## src/rtl/chimera_clu_gate_seq.sv

```systemverilog
// Per-cluster clock-gate sequencer: isolates AXI traffic, drains outstanding
// transactions, then gates the cluster clock; on ungate, holds isolation while clocks settle.
module chimera_clu_gate_seq #(
  parameter int unsigned NumClusters  = 5,
  parameter int unsigned CntWidth     = 6,
  parameter int unsigned WakeCycles   = 4,
  parameter int unsigned DrainTimeout = 1024
) (
  input  logic                   clk_i,
  input  logic                   rst_ni,
  input  logic [NumClusters-1:0] gate_req_i,
  input  logic [NumClusters-1:0] aw_hs_i,
  input  logic [NumClusters-1:0] ar_hs_i,
  input  logic [NumClusters-1:0] b_hs_i,
  input  logic [NumClusters-1:0] r_last_hs_i,
  output logic [NumClusters-1:0] isolate_o,
  output logic [NumClusters-1:0] clk_en_o,
  output logic [NumClusters-1:0] gated_o,
  output logic [NumClusters-1:0] timeout_o,
  output logic [NumClusters-1:0] cnt_err_o
);

  // state | meaning
  // RUN   | clock on, traffic flows
  // DRAIN | new AW/AR blocked, waiting for outstanding count to reach zero
  // GATED | clock off, still isolated
  // WAKE  | clock back on, isolation held for WakeCycles
  typedef enum logic [1:0] {
    ST_RUN   = 2'b00,
    ST_DRAIN = 2'b01,
    ST_GATED = 2'b10,
    ST_WAKE  = 2'b11
  } state_e;

  localparam int unsigned WakeW  = (WakeCycles > 1) ? $clog2(WakeCycles) : 1;
  localparam int unsigned DrainW = (DrainTimeout > 1) ? $clog2(DrainTimeout) : 1;
  localparam int unsigned SumW   = CntWidth + 2;
  localparam logic [WakeW-1:0]    WakeLoad  = WakeW'(WakeCycles - 1);
  localparam logic [DrainW-1:0]   DrainLoad = (DrainTimeout > 0) ? DrainW'(DrainTimeout - 1) : '0;
  localparam logic [CntWidth-1:0] CntMax    = '1;

  for (genvar g = 0; g < NumClusters; g++) begin : g_clu
    state_e              state, state_next;
    logic [CntWidth-1:0] cnt, cnt_next;
    logic [SumW-1:0]     inc, dec, sum;
    logic                err_set, any_hs;
    logic [WakeW-1:0]    wake_tmr;
    logic [DrainW-1:0]   drain_tmr;
    logic                iso_q, clk_en_q, gated_q, timeout_q, cnt_err_q;

    assign any_hs = aw_hs_i[g] | ar_hs_i[g] | b_hs_i[g] | r_last_hs_i[g];

    // Two guard bits: bit CntWidth+1 flags a negative result, bit CntWidth an overflow.
    always_comb begin
      inc      = SumW'(aw_hs_i[g]) + SumW'(ar_hs_i[g]);
      dec      = SumW'(b_hs_i[g]) + SumW'(r_last_hs_i[g]);
      sum      = {2'b00, cnt} + inc - dec;
      cnt_next = sum[CntWidth-1:0];
      err_set  = 1'b0;
      if (sum[SumW-1]) begin
        cnt_next = '0;
        err_set  = 1'b1;
      end else if (sum[CntWidth]) begin
        cnt_next = CntMax;
        err_set  = 1'b1;
      end
      if (state == ST_GATED && any_hs) err_set = 1'b1;
    end

    always_comb begin
      state_next = state;
      case (state)
        ST_RUN:   if (gate_req_i[g]) state_next = ST_DRAIN;
        ST_DRAIN: begin
          if (!gate_req_i[g])               state_next = ST_RUN;
          else if (cnt == '0 && !any_hs)    state_next = ST_GATED;
        end
        ST_GATED: if (!gate_req_i[g]) state_next = ST_WAKE;
        ST_WAKE:  if (wake_tmr == '0) state_next = ST_RUN;
        default:  state_next = ST_RUN;
      endcase
    end

    always_ff @(posedge clk_i or negedge rst_ni) begin
      if (!rst_ni) begin
        state     <= ST_RUN;
        cnt       <= '0;
        wake_tmr  <= WakeLoad;
        drain_tmr <= DrainLoad;
        iso_q     <= 1'b0;
        clk_en_q  <= 1'b1;
        gated_q   <= 1'b0;
        timeout_q <= 1'b0;
        cnt_err_q <= 1'b0;
      end else begin
        state <= state_next;
        cnt   <= cnt_next;
        if (err_set) cnt_err_q <= 1'b1;

        if (state != ST_WAKE)     wake_tmr <= WakeLoad;
        else if (wake_tmr != '0)  wake_tmr <= wake_tmr - WakeW'(1);

        if (state != ST_DRAIN)    drain_tmr <= DrainLoad;
        else if (drain_tmr != '0) drain_tmr <= drain_tmr - DrainW'(1);

        // Timeout is only a flag; it never forces the FSM out of DRAIN.
        if (DrainTimeout != 0 && state == ST_DRAIN && drain_tmr == '0) timeout_q <= 1'b1;

        iso_q    <= (state_next != ST_RUN);
        clk_en_q <= (state_next != ST_GATED);
        gated_q  <= (state_next == ST_GATED);
      end
    end

    assign isolate_o[g] = iso_q;
    assign clk_en_o[g]  = clk_en_q;
    assign gated_o[g]   = gated_q;
    assign timeout_o[g] = timeout_q;
    assign cnt_err_o[g] = cnt_err_q;
  end

endmodule

```

## config.mk

```make
export PLATFORM = sky130hd
export DESIGN_NAME = chimera_clu_gate_seq
export DESIGN_NICKNAME = d
export VERILOG_FILES = /design/src/rtl/chimera_clu_gate_seq.sv
export SDC_FILE = /design/constraint.sdc
export NUM_CORES = 1
export LEC_CHECK = 0
export BUFFER_PORTS_ARGS = -buffer_cell sky130_fd_sc_hd__buf_2
export CORE_UTILIZATION = 60
export CTS_CLUSTER_SIZE = 10
export DETAILED_ROUTE_END_ITERATION = 16
export GPL_ROUTABILITY_DRIVEN = 0
export PLACE_DENSITY = 0.79
export SLEW_MARGIN = 20
export SYNTH_ARGS = -nofsm -noshare
export SYNTH_HDL_FRONTEND = slang
export SYNTH_SLANG_ARGS = --single-unit
```

## constraint.sdc

```tcl
create_clock -name clk_i -period 2.8 [get_ports clk_i]
set_input_delay 0.14 -clock clk_i [delete_from_list [all_inputs] [get_ports clk_i]]
set_output_delay 0.14 -clock clk_i [all_outputs]
set_load 0.02 [all_outputs]
```

==> flow_summary_export.csv, run 1 <==
group,metric,value,unit
run_status,run_status,"completed",
routing,wl,14100,um
sta,setup_ws,0.444,ns
yosys,ys.flop_type,"dfstp_2",
clock_tree,cts-buffers-inserted,17,
final_layout,layoutNonFillerInstCount,988,
global_routing,grt_pass1_wl,25100,um
routing,viasPerCell,5.61,
run,drv_cap,0,
clock_tree,cts_resized,0,
yosys,synth_nets,865,
setup_path,end_kind,"flop",
clock_tree,clkTransAtPathRegs,0.06,ns
yosys,synth.cell_area,7610,um2
die,initial_core_util,62.3,%
global_routing,first_global_vias,5778,
pwr,p_per_area,1020,nW/um2
global_routing,grt_usage,24.2,%
yosys,avgSynthCellArea,9.91,um2
sta,slew_headroom,43.4,%
die,die_h,115,um
die,rows,40,
sta,slew_violations,0,
routing,dr.first_iter.drc_count,341,
routing,drt-wirelength-per-cell,14.3,um
setup_path,ff2ff_path_depth,6,
clock_tree,htreeDepth,4,
final_layout,area.growth.synth_to_final,12.0,%
placement,pre_cts_slack,0.175,ns
sta,final-setup-viol-count,0,
setup_path,r2r_start,"g_clu[4].cnt[0]$_DFF_PN0_",
clock_tree,clk_path_buf_depth,2,
setup_path,r2r_end,"g_clu[4].cnt[1]$_DFF_PN0_",
yosys,ys_async_sr_fraction,100,%
setup_path,cp_max_fo,7,
setup_path,setup.worst_path.start,"g_clu[4].cnt[0]$_DFF_PN0_",
setup_path,cpPeakStageDelay,0.55,ns
sta,post-route-min-period,2.36,ns
placement,dpl.cell_count,950,
yosys,ys_top_cells_by_area,"dfstp_2, dfrtp_1, ha_1",
yosys,ys_ff_latch,125,
sta,tns,0,ns
setup_path,reg2reg_slack,0.44,ns
yosys,yosysUniqueCellTypes,54,
final_layout,fillers,944,
global_routing,antenna_found_initial,0,
sta,skew,0.00823,ns
yosys,synth_seq_area_share,42.2,%
yosys,synth_edf_count,0,
setup_path,start_kind,"flop",
placement,hpwl,9820,um
setup_path,crit_chain,"fa_1 > ha_1 > a211oi_1 > nor4b_1 > or3b_2 > a21oi_1",
min_path,hold_path_class,"input port to flop",
clock_tree,cts-root-buf,"clkbuf_16",
die,ios,52,
yosys,synth_warnings,0,
routing,ant_nets,0,
setup_path,slowest_stage,"or3b_2",
routing,drc_errors,0,
die,core-area,12200,um2
yosys,synth_most_common_cell,"inv_1",
routing,vias,5543,
placement,port_buffers,51,
sta,fmax,424,MHz
final_layout,diodes,0,
pwr,power_leakage,3.91,nW
die,dieArea,13100,um2
setup_path,crit_end,"g_clu[4].cnt[1]$_DFF_PN0_",
yosys,synth_common_cells,"inv_1, dfstp_2, dfrtp_1, ha_1, a21oi_1",
pwr,ir_drop,712,uV
sta,final_hold_viol_count,0,
sta,tightest_slew,0.847,ns
yosys,yosys.area.top_type_share,22.4,%
setup_path,arrival,2.69,ns
final_layout,nNetsFinal,904,
global_routing,overflow,0,
sta,period_share,84.1,%
clock_tree,cts_tree,"done",
final_layout,drive_gt1_share,20.7,%
yosys,synth_cells,768,
setup_path,critical_path_required,3.13,ns
routing,dr.pass1.iters,4,
die,dieWidth,115,um
clock_tree,cts.sink_count,125,
clock_tree,clock_latency,0.41,ns
setup_path,path_class,"flop to flop",
global_routing,grt_max_degree,86,
yosys,yosysTopAreaCell,"dfstp_2",
sta,rsz0062_at_grt,"false",
routing by layer:
| metal | global-route usage, % | up-vias | part of all wire, % |
|---|---|---|---|
| li1 | - | 2709 | - |
| met1 | 28.1 | 2722 | 43 |
| met2 | 42.1 | 93 | 53 |
| met3 | 5.29 | 19 | 2.5 |
| met4 | 12.6 | 0 | 1.3 |
| met5 | 0 | - | 0 |
flip-flops by register name, indices dropped and copies added (netlist names):
name and count:
g_clu.drain_tmr 50, g_clu.cnt 30, g_clu.state 10, g_clu.wake_tmr 10, g_clu.clk_en_q 5, g_clu.cnt_err_q 5
g_clu.gated_q 5, g_clu.iso_q 5, g_clu.timeout_q 5
through the flow:
stage | hold WS (ns) | power (mW) | utilization [%] | instance area, um2
after floorplan | -0.156 | 5.66 | - | 7610
after global placement | 0.147 | 6.17 | 64.4 | 7860
after detailed placement | 0.159 | 6.43 | 64.4 | 7860
after CTS | 0.0680 | 8.74 | 69.8 | 8520
after global routing | 0.120 | 9.40 | 69.8 | 8520
final | 0.0819 | 8.70 | 69.8 | 8520
where the power goes:
part / internal (mW) / total, mW / switching, mW
sequential: 2.38 / 2.76 / 0.379
combinational: 1.59 / 3.72 / 2.14
clock: 1.45 / 2.22 / 0.764
worst min-delay path by stage:
stage                        start                        endpoint  slack (ns)  cells past startpoint
finish              r_last_hs_i[1]  g_clu[1].cnt_err_q$_DFFE_PN0P_        0.08                      4
global route             b_hs_i[1]  g_clu[1].cnt_err_q$_DFFE_PN0P_        0.12                      4
CTS                 r_last_hs_i[1]  g_clu[1].cnt_err_q$_DFFE_PN0P_        0.07                      4
detailed placement          rst_ni        g_clu[1].iso_q$_DFF_PN0_        0.16                      1
global placement            rst_ni        g_clu[1].iso_q$_DFF_PN0_        0.15                      1
floorplan                   rst_ni       g_clu[0].cnt[0]$_DFF_PN0_       -0.16                      0
placed cells by master, fill, tap and decap left out, types with 8 or more instances in the layout:
| cell type | synthesis | routed |
|---|---|---|
| nand2_1 | 45 | 45 |
| nor3b_1 | 8 | 8 |
| clkbuf_16 | 0 | 18 |
| buf_2 | 1 | 50 |
| a21oi_1 | 49 | 49 |
| or4_1 | 12 | 12 |
| o21ai_0 | 32 | 32 |
| inv_1 | 106 | 106 |
| xnor2_1 | 25 | 25 |
| nor3_1 | 13 | 13 |
| o211ai_1 | 8 | 8 |
| dfstp_2 | 65 | 65 |
| xor2_1 | 10 | 10 |
| or3_1 | 13 | 13 |
| nor2b_1 | 20 | 20 |
| nand2b_1 | 16 | 16 |
| o21a_1 | 10 | 10 |
| fa_1 | 15 | 15 |
| nand3_1 | 29 | 29 |
| dfrtp_1 | 60 | 60 |
| nor2_1 | 23 | 23 |
| ha_1 | 55 | 55 |
| o31ai_1 | 19 | 19 |
| a211oi_1 | 10 | 10 |
cell families after synthesis:
group	share of synthesized area (%)
AO/OA/AOI/OAI	12.9
XOR/XNOR	4.03
adder cells (fa/ha/maj)	13.0
buffers and inverters	8.40
flip-flops	42.2
multiplexers	1.56
AND/OR/NAND/NOR	17.9
worst max-delay path: cells and delay by family, from the launching register on:
kind	cells	cell delay, ns
AOI/OAI and AO/OA	2	0.58
adders and majority gates	2	0.62
DFF	1	0.41
and+or+nand+nor	2	0.66
layout make-up:
cell class / count / area [um2] / area share (%)
clock buffers: 26 / 520 / 6.11
clock inverters: 6 / 80.1 / 0.939
inverters: 106 / 398 / 4.67
multi-input cells: 498 / 3760 / 44.1
flip-flops and latches: 125 / 3210 / 37.6
well taps: 168 / 210 / 2.47
repair buffers: 59 / 345 / 4.05
repair_timing:
| action | CTS | global route |
|---|---|---|
| hold buffers | 6 | 0 |
| hold endpoints to repair | 43 | 0 |
| buffers inserted | 0 | 0 |
(Power assumes the default switching activity.)
==> run 2: changes to the inputs <==
CORE_UTILIZATION = 55   (was 60)
PLACE_DENSITY = 0.76   (was 0.79)
clock period = 2.1 ns   (was 2.8 ns; I/O delays follow)
==> run 2 against run 1 <==
  * Via count is 2.9% higher
  * Highest routed layer unchanged
  * First-iteration DRC count is 18% lower
  * Global-route usage is 1.6 points lower
  * Non-clock buffer count is 31 higher
  * Largest cell class unchanged
  * Sequential power is 33% higher
==> flow_summary_export.csv, run 2 (synthesis results as in run 1) <==
group,metric,value,unit
sta,slew_headroom,53.9,%
setup_path,crit_family,"adder cells",
setup_path,cp_max_fo,7,
die,dieArea,14300,um2
die,rows,42,
die,initial_core_util,57.0,%
setup_path,crit_path_frequent_cell,"inv_2",
die,dieWidth,120,um
setup_path,arrival,2.40,ns
clock_tree,cts-root-buf,"clkbuf_16",
final_layout,nNetsFinal,935,
final_layout,area.growth.synth_to_final,21.8,%
clock_tree,htreeDepth,4,
final_layout,diodes,0,
sta,rsz0062_at_grt,"true",
setup_path,critical_path_required,2.40,ns
clock_tree,cts-buffers-inserted,17,
placement,port_buffers,51,
placement,dpl.cell_count,984,
global_routing,grt_pass1_wl,25800,um
die,ios,52,
sta,fmax,477,MHz
routing,vias,5703,
setup_path,end_kind,"flop",
run_status,run_status,"completed",
sta,holdWs,0.0677,ns
final_layout,reg.largest.list,"g_clu.drain_tmr x50, g_clu.cnt x30",
routing,dr.pass1.iters,4,
routing,drt-wirelength-per-cell,14.9,um
sta,period_share,99.9,%
clock_tree,clk_path_buf_depth,2,
pwr,p_per_area,1480,nW/um2
sta,post-route-min-period,2.10,ns
run,drv_cap,0,
final_layout,layoutNonFillerInstCount,1027,
sta,slew_violations,0,
sta,final-setup-viol-count,0,
final_layout,largest_reg_flops,50,
final_layout,drive_gt1_share,33.8,%
sta,tightest_slew,0.685,ns
final_layout,final_common_cell,"inv_1",
clock_tree,cts.sink_count,125,
die,die_h,120,um
clock_tree,clkTransAtPathRegs,0.06,ns
routing,wl,15400,um
die,core-area,13300,um2
sta,skew,0.00702,ns
placement,hpwl,10400,um
setup_path,path_class,"flop to flop",
routing,viasPerCell,5.55,
setup_path,path_buf_inv,3,
setup_path,start_kind,"flop",
global_routing,grt_max_degree,48,
pwr,power_leakage,4.13,nW
routing,ant_nets,0,
clock_tree,clock_latency,0.42,ns
global_routing,overflow,0,
setup_path,crit_chain,"inv_1 > ha_1 > inv_2 > ha_4 > inv_2 > fa_2 > o21bai_4 > a21oi_2 > o21a_4 > nand3b_1",
min_path,hold_path_class,"input port to flop",
pwr,ir_drop,1330,uV
clock_tree,cts_tree,"done",
setup_path,slowest_stage,"fa_2",
routing,drc_errors,0,
sta,final_hold_viol_count,0,
global_routing,antenna_found_initial,0,
setup_path,cpPeakStageDelay,0.37,ns
final_layout,layout_common_cells,"inv_1, dfstp_2, dfrtp_1, buf_2, nand2_1",
routing,dr.first_iter.drc_count,281,
global_routing,first_global_vias,5907,
final_layout,top_register,"g_clu.drain_tmr",
global_routing,grt_usage,22.6,%
setup_path,reg2reg_slack,0.003,ns
## run 2: metal layers
layer | part of all wire, % | GRT usage (%) | routed length (um) | vias to the layer above
li1 | - | - | - | 2779
met3 | 3.0 | 5.37 | 464 | 41
met4 | 2.5 | 10.1 | 378 | 0
met1 | 42 | 25.7 | 6470 | 2795
met5 | 0 | 0 | 0 | -
met2 | 52 | 40.2 | 8040 | 88
## run 2: through the flow
stage	total power, mW	setup slack (ns)	utilization (%)	cell area, um2	setup TNS [ns]
after floorplan	8.17	-0.162	-	7790	-1.46
after global placement	9.18	-0.288	61.7	8230	-6.56
after detailed placement	9.54	-0.377	61.7	8230	-9.20
after CTS	12.9	-0.0591	67.2	8970	-0.0925
after global routing	14.7	-0.105	69.5	9270	-0.508
final	13.7	0.00299	69.5	9270	0
## run 2: worst min-delay path, delay by kind of cell
family / cells / cell delay (ns)
AND/OR/NAND/NOR: 2 / 0.20
buffers and inverters: 1 / 0.09
AO/OA/AOI/OAI: 1 / 0.06
## run 2: area by class of cell
class	count	area (um2)
well taps	176	220
multi-input cells	498	4230
inverters	106	408
repair buffers	90	578
clock buffers	21	492
flip-flops and latches	125	3210
fillers	973	4080
clock inverters	11	136
## run 2: worst paths after layout
check / startpoint / endpoint / cells after the start
setup / recovery: g_clu[0].cnt[1]$_DFF_PN0_ / g_clu[0].cnt_err_q$_DFFE_PN0P_ / 10
hold / removal: r_last_hs_i[0] / g_clu[0].cnt_err_q$_DFFE_PN0P_ / 4
setup reg to reg: g_clu[0].cnt[1]$_DFF_PN0_ / g_clu[0].cnt_err_q$_DFFE_PN0P_ / 10
hold reg to reg: g_clu[0].timeout_q$_DFFE_PN0P_ / g_clu[0].timeout_q$_DFFE_PN0P_ / 1
max in group asynchronous: rst_ni / g_clu[0].wake_tmr[1]$_DFFE_PN1P_ / 3
min in group asynchronous: rst_ni / g_clu[1].cnt[4]$_DFF_PN0_ / 2
## run 2: what timing repair did
action                                  CTS  global route
hold buffers                              6             0
buffers inserted                          5             2
gates resized for setup                  10            53
endpoints found under the setup margin   15            38
endpoints found under the hold margin    44             0
pin swaps                                15            28
## run 2: power by group
part | switching (mW) | internal [mW]
registers | 0.508 | 3.17
logic | 3.73 | 3.24
clock network | 1.06 | 2.02
==> run 3: changes to the inputs <==
CELL_PAD_IN_SITES_DETAIL_PLACEMENT = 0   (was default)
CELL_PAD_IN_SITES_GLOBAL_PLACEMENT = 1   (was default)
CORE_MARGIN = 3   (was default)
CORE_UTILIZATION = 44   (was 55)
PLACE_DENSITY = default   (was 0.76)
PLACE_DENSITY_LB_ADDON = 0.1   (was default)
==> run 3 against run 2 <==
  * The flow now finishes with violations (setup timing)
  * Fmax down 0.58%
  * First-iteration DRC count down 42%
  * Cell count rose by 4.9%
  * Via count fell by 3.3%
  * Hold slack got worse by 0.0061 ns
  * Worst setup slack worse by 0.012 ns
  * Clock power barely moved
  * Critical endpoint is now g_clu[4].cnt_err_q$_DFFE_PN0P_
  * Largest cell class unchanged
  * Highest routed layer unchanged
==> flow_summary_export.csv, run 3 (synthesis results as in run 1) <==
group,metric,value,unit
die,die_h,138,um
sta,tns,-0.00918,ns
global_routing,met2_usage,27.5,%
setup_path,arrival,2.41,ns
sta,final-setup-viol-count,1,
final_layout,layout_common_cells,"inv_1, dfstp_2, dfrtp_1, buf_2, ha_1",
final_layout,multi_input_area,4080,um2
setup_path,start_kind,"flop",
setup_path,cp_max_fo,7,
global_routing,grt_usage,16.6,%
sta,final_hold_viol_count,0,
final_layout,fillers,1506,
placement,port_buffers,51,
sta,slew_violations,0,
min_path,hold_path_class,"input port to flop",
clock_tree,cts.sink_count,125,
run_status,run_status,"finished with violations",
global_routing,antenna_found_initial,0,
routing,dr.first_iter.drc_count,164,
die,core-area,16800,um2
global_routing,grt_max_degree,42,
global_routing,grt_pass1_wl,25400,um
clock_tree,cts-buffers-inserted,17,
sta,period_share,100,%
pwr,ir_drop,808,uV
final_layout,seq_area,3210,um2
global_routing,top_usage_layer,"met2",
setup_path,critical_path_required,2.40,ns
die,dieWidth,138,um
die,initial_core_util,45.4,%
pwr,p_per_area,1440,nW/um2
sta,skew,0.00833,ns
pwr,total_power,13.3,mW
placement,hpwl,10700,um
global_routing,met1_usage,21.5,%
sta,rsz0062_at_grt,"true",
clock_tree,htreeDepth,4,
routing,drt-wirelength-per-cell,13.7,um
sta,slew_headroom,63.7,%
routing,wl,14700,um
sta,fmax,474,MHz
final_layout,largest_reg_flops,50,
sta,tightest_slew,0.537,ns
global_routing,first_global_vias,5672,
pwr,power_leakage,4.12,nW
routing,viasPerCell,5.12,
final_layout,drive_gt1_share,32.2,%
clock_tree,clock_latency,0.42,ns
global_routing,overflow,0,
clock_tree,clkTransAtPathRegs,0.06,ns
die,rows,47,
clock_tree,clk_path_buf_depth,2,
routing,drc_errors,0,
global_routing,use_met3,4.53,%
final_layout,diodes,0,
die,ios,52,
clock_tree,cts_tree,"done",
final_layout,nNetsFinal,941,
run_status,violations,"setup timing",
sta,setup_ws,-0.00918,ns
run,drv_cap,0,
setup_path,path_class,"flop to flop",
routing,ant_nets,0,
final_layout,area.growth.synth_to_final,21.3,%
sta,post-route-min-period,2.11,ns
final_layout,final_common_cell,"inv_1",
setup_path,end_kind,"flop",
final_layout,top_register,"g_clu.drain_tmr",
routing,vias,5513,
clock_tree,cts-root-buf,"clkbuf_16",
final_layout,reg.largest.list,"g_clu.drain_tmr x50, g_clu.cnt x30",
routing,dr.pass1.iters,4,
die,dieArea,18900,um2
-- run 3: repair_timing --
action | 4_1_cts | 5_1_grt
setup buffers | 3 | 9
gates resized for setup | 5 | 42
pin swaps | 8 | 31
cloned | 0 | 0
hold endpoints to repair | 48 | 0
endpoints found under the setup margin | 13 | 36
hold buffers | 6 | 0
-- run 3: worst paths after layout --
kind	to	depth (start not counted)	start	slack (ns)
setup reg to reg	g_clu[4].cnt_err_q$_DFFE_PN0P_	10	g_clu[4].cnt[1]$_DFF_PN0_	-0.009
max in group asynchronous	g_clu[4].drain_tmr[3]$_DFFE_PN1N_	3	rst_ni	1.13
hold / removal	g_clu[0].cnt_err_q$_DFFE_PN0P_	4	r_last_hs_i[0]	0.06
setup / recovery	g_clu[4].cnt_err_q$_DFFE_PN0P_	10	g_clu[4].cnt[1]$_DFF_PN0_	-0.009
hold reg to reg	g_clu[1].timeout_q$_DFFE_PN0P_	1	g_clu[1].timeout_q$_DFFE_PN0P_	0.45
min in group asynchronous	g_clu[1].cnt[2]$_DFF_PN0_	2	rst_ni	0.19
-- run 3: worst max-delay path, stage by stage, from the launching register on --
cell and delay (ns):
dfrtp_1 0.40, inv_2 0.08, ha_4 0.19, inv_2 0.06, ha_4 0.15, inv_2 0.04
fa_2 0.34, o21bai_1 0.14, a21oi_1 0.13, o21a_2 0.30, nand3b_1 0.18
-- run 3: routing by layer --
| layer | vias up | wire length (um) |
|---|---|---|
| met5 | - | 0 |
| met4 | 0 | 149 |
| met3 | 12 | 373 |
| met2 | 42 | 7180 |
| met1 | 2676 | 7020 |
| li1 | 2783 | - |
-- run 3: metrics by stage --
stage	instances	hold slack, ns	utilization (%)	instance area (um2)	worst slack [ns]
after global placement	1029	0.100	49.5	8300	-0.293
after global routing	1077	0.101	55.1	9230	-0.108
after CTS	1070	0.0470	53.8	9020	-0.0252
after floorplan	768	-0.191	-	7790	-0.162
final	1077	0.0617	55.1	9230	-0.00918
after detailed placement	1029	0.105	49.5	8300	-0.362
-- run 3: final cells by class --
class	count	share of cell area [%]
well taps	220	2.98
repair buffers	96	6.87
inverters	106	4.45
clock inverters	9	1.45
flip-flops and latches	125	34.8
clock buffers	23	5.29
multi-input cells	498	44.2
-- run 3: power by group --
| group | switching, mW | internal, mW | leakage [nW] | total, mW |
|---|---|---|---|---|
| combinational | 3.45 | 3.11 | 2.46 | 6.56 |
| clock | 1.08 | 1.99 | 0.292 | 3.07 |
| sequential | 0.497 | 3.17 | 1.36 | 3.67 |
| total | 5.03 | 8.27 | 4.12 | 13.3 |
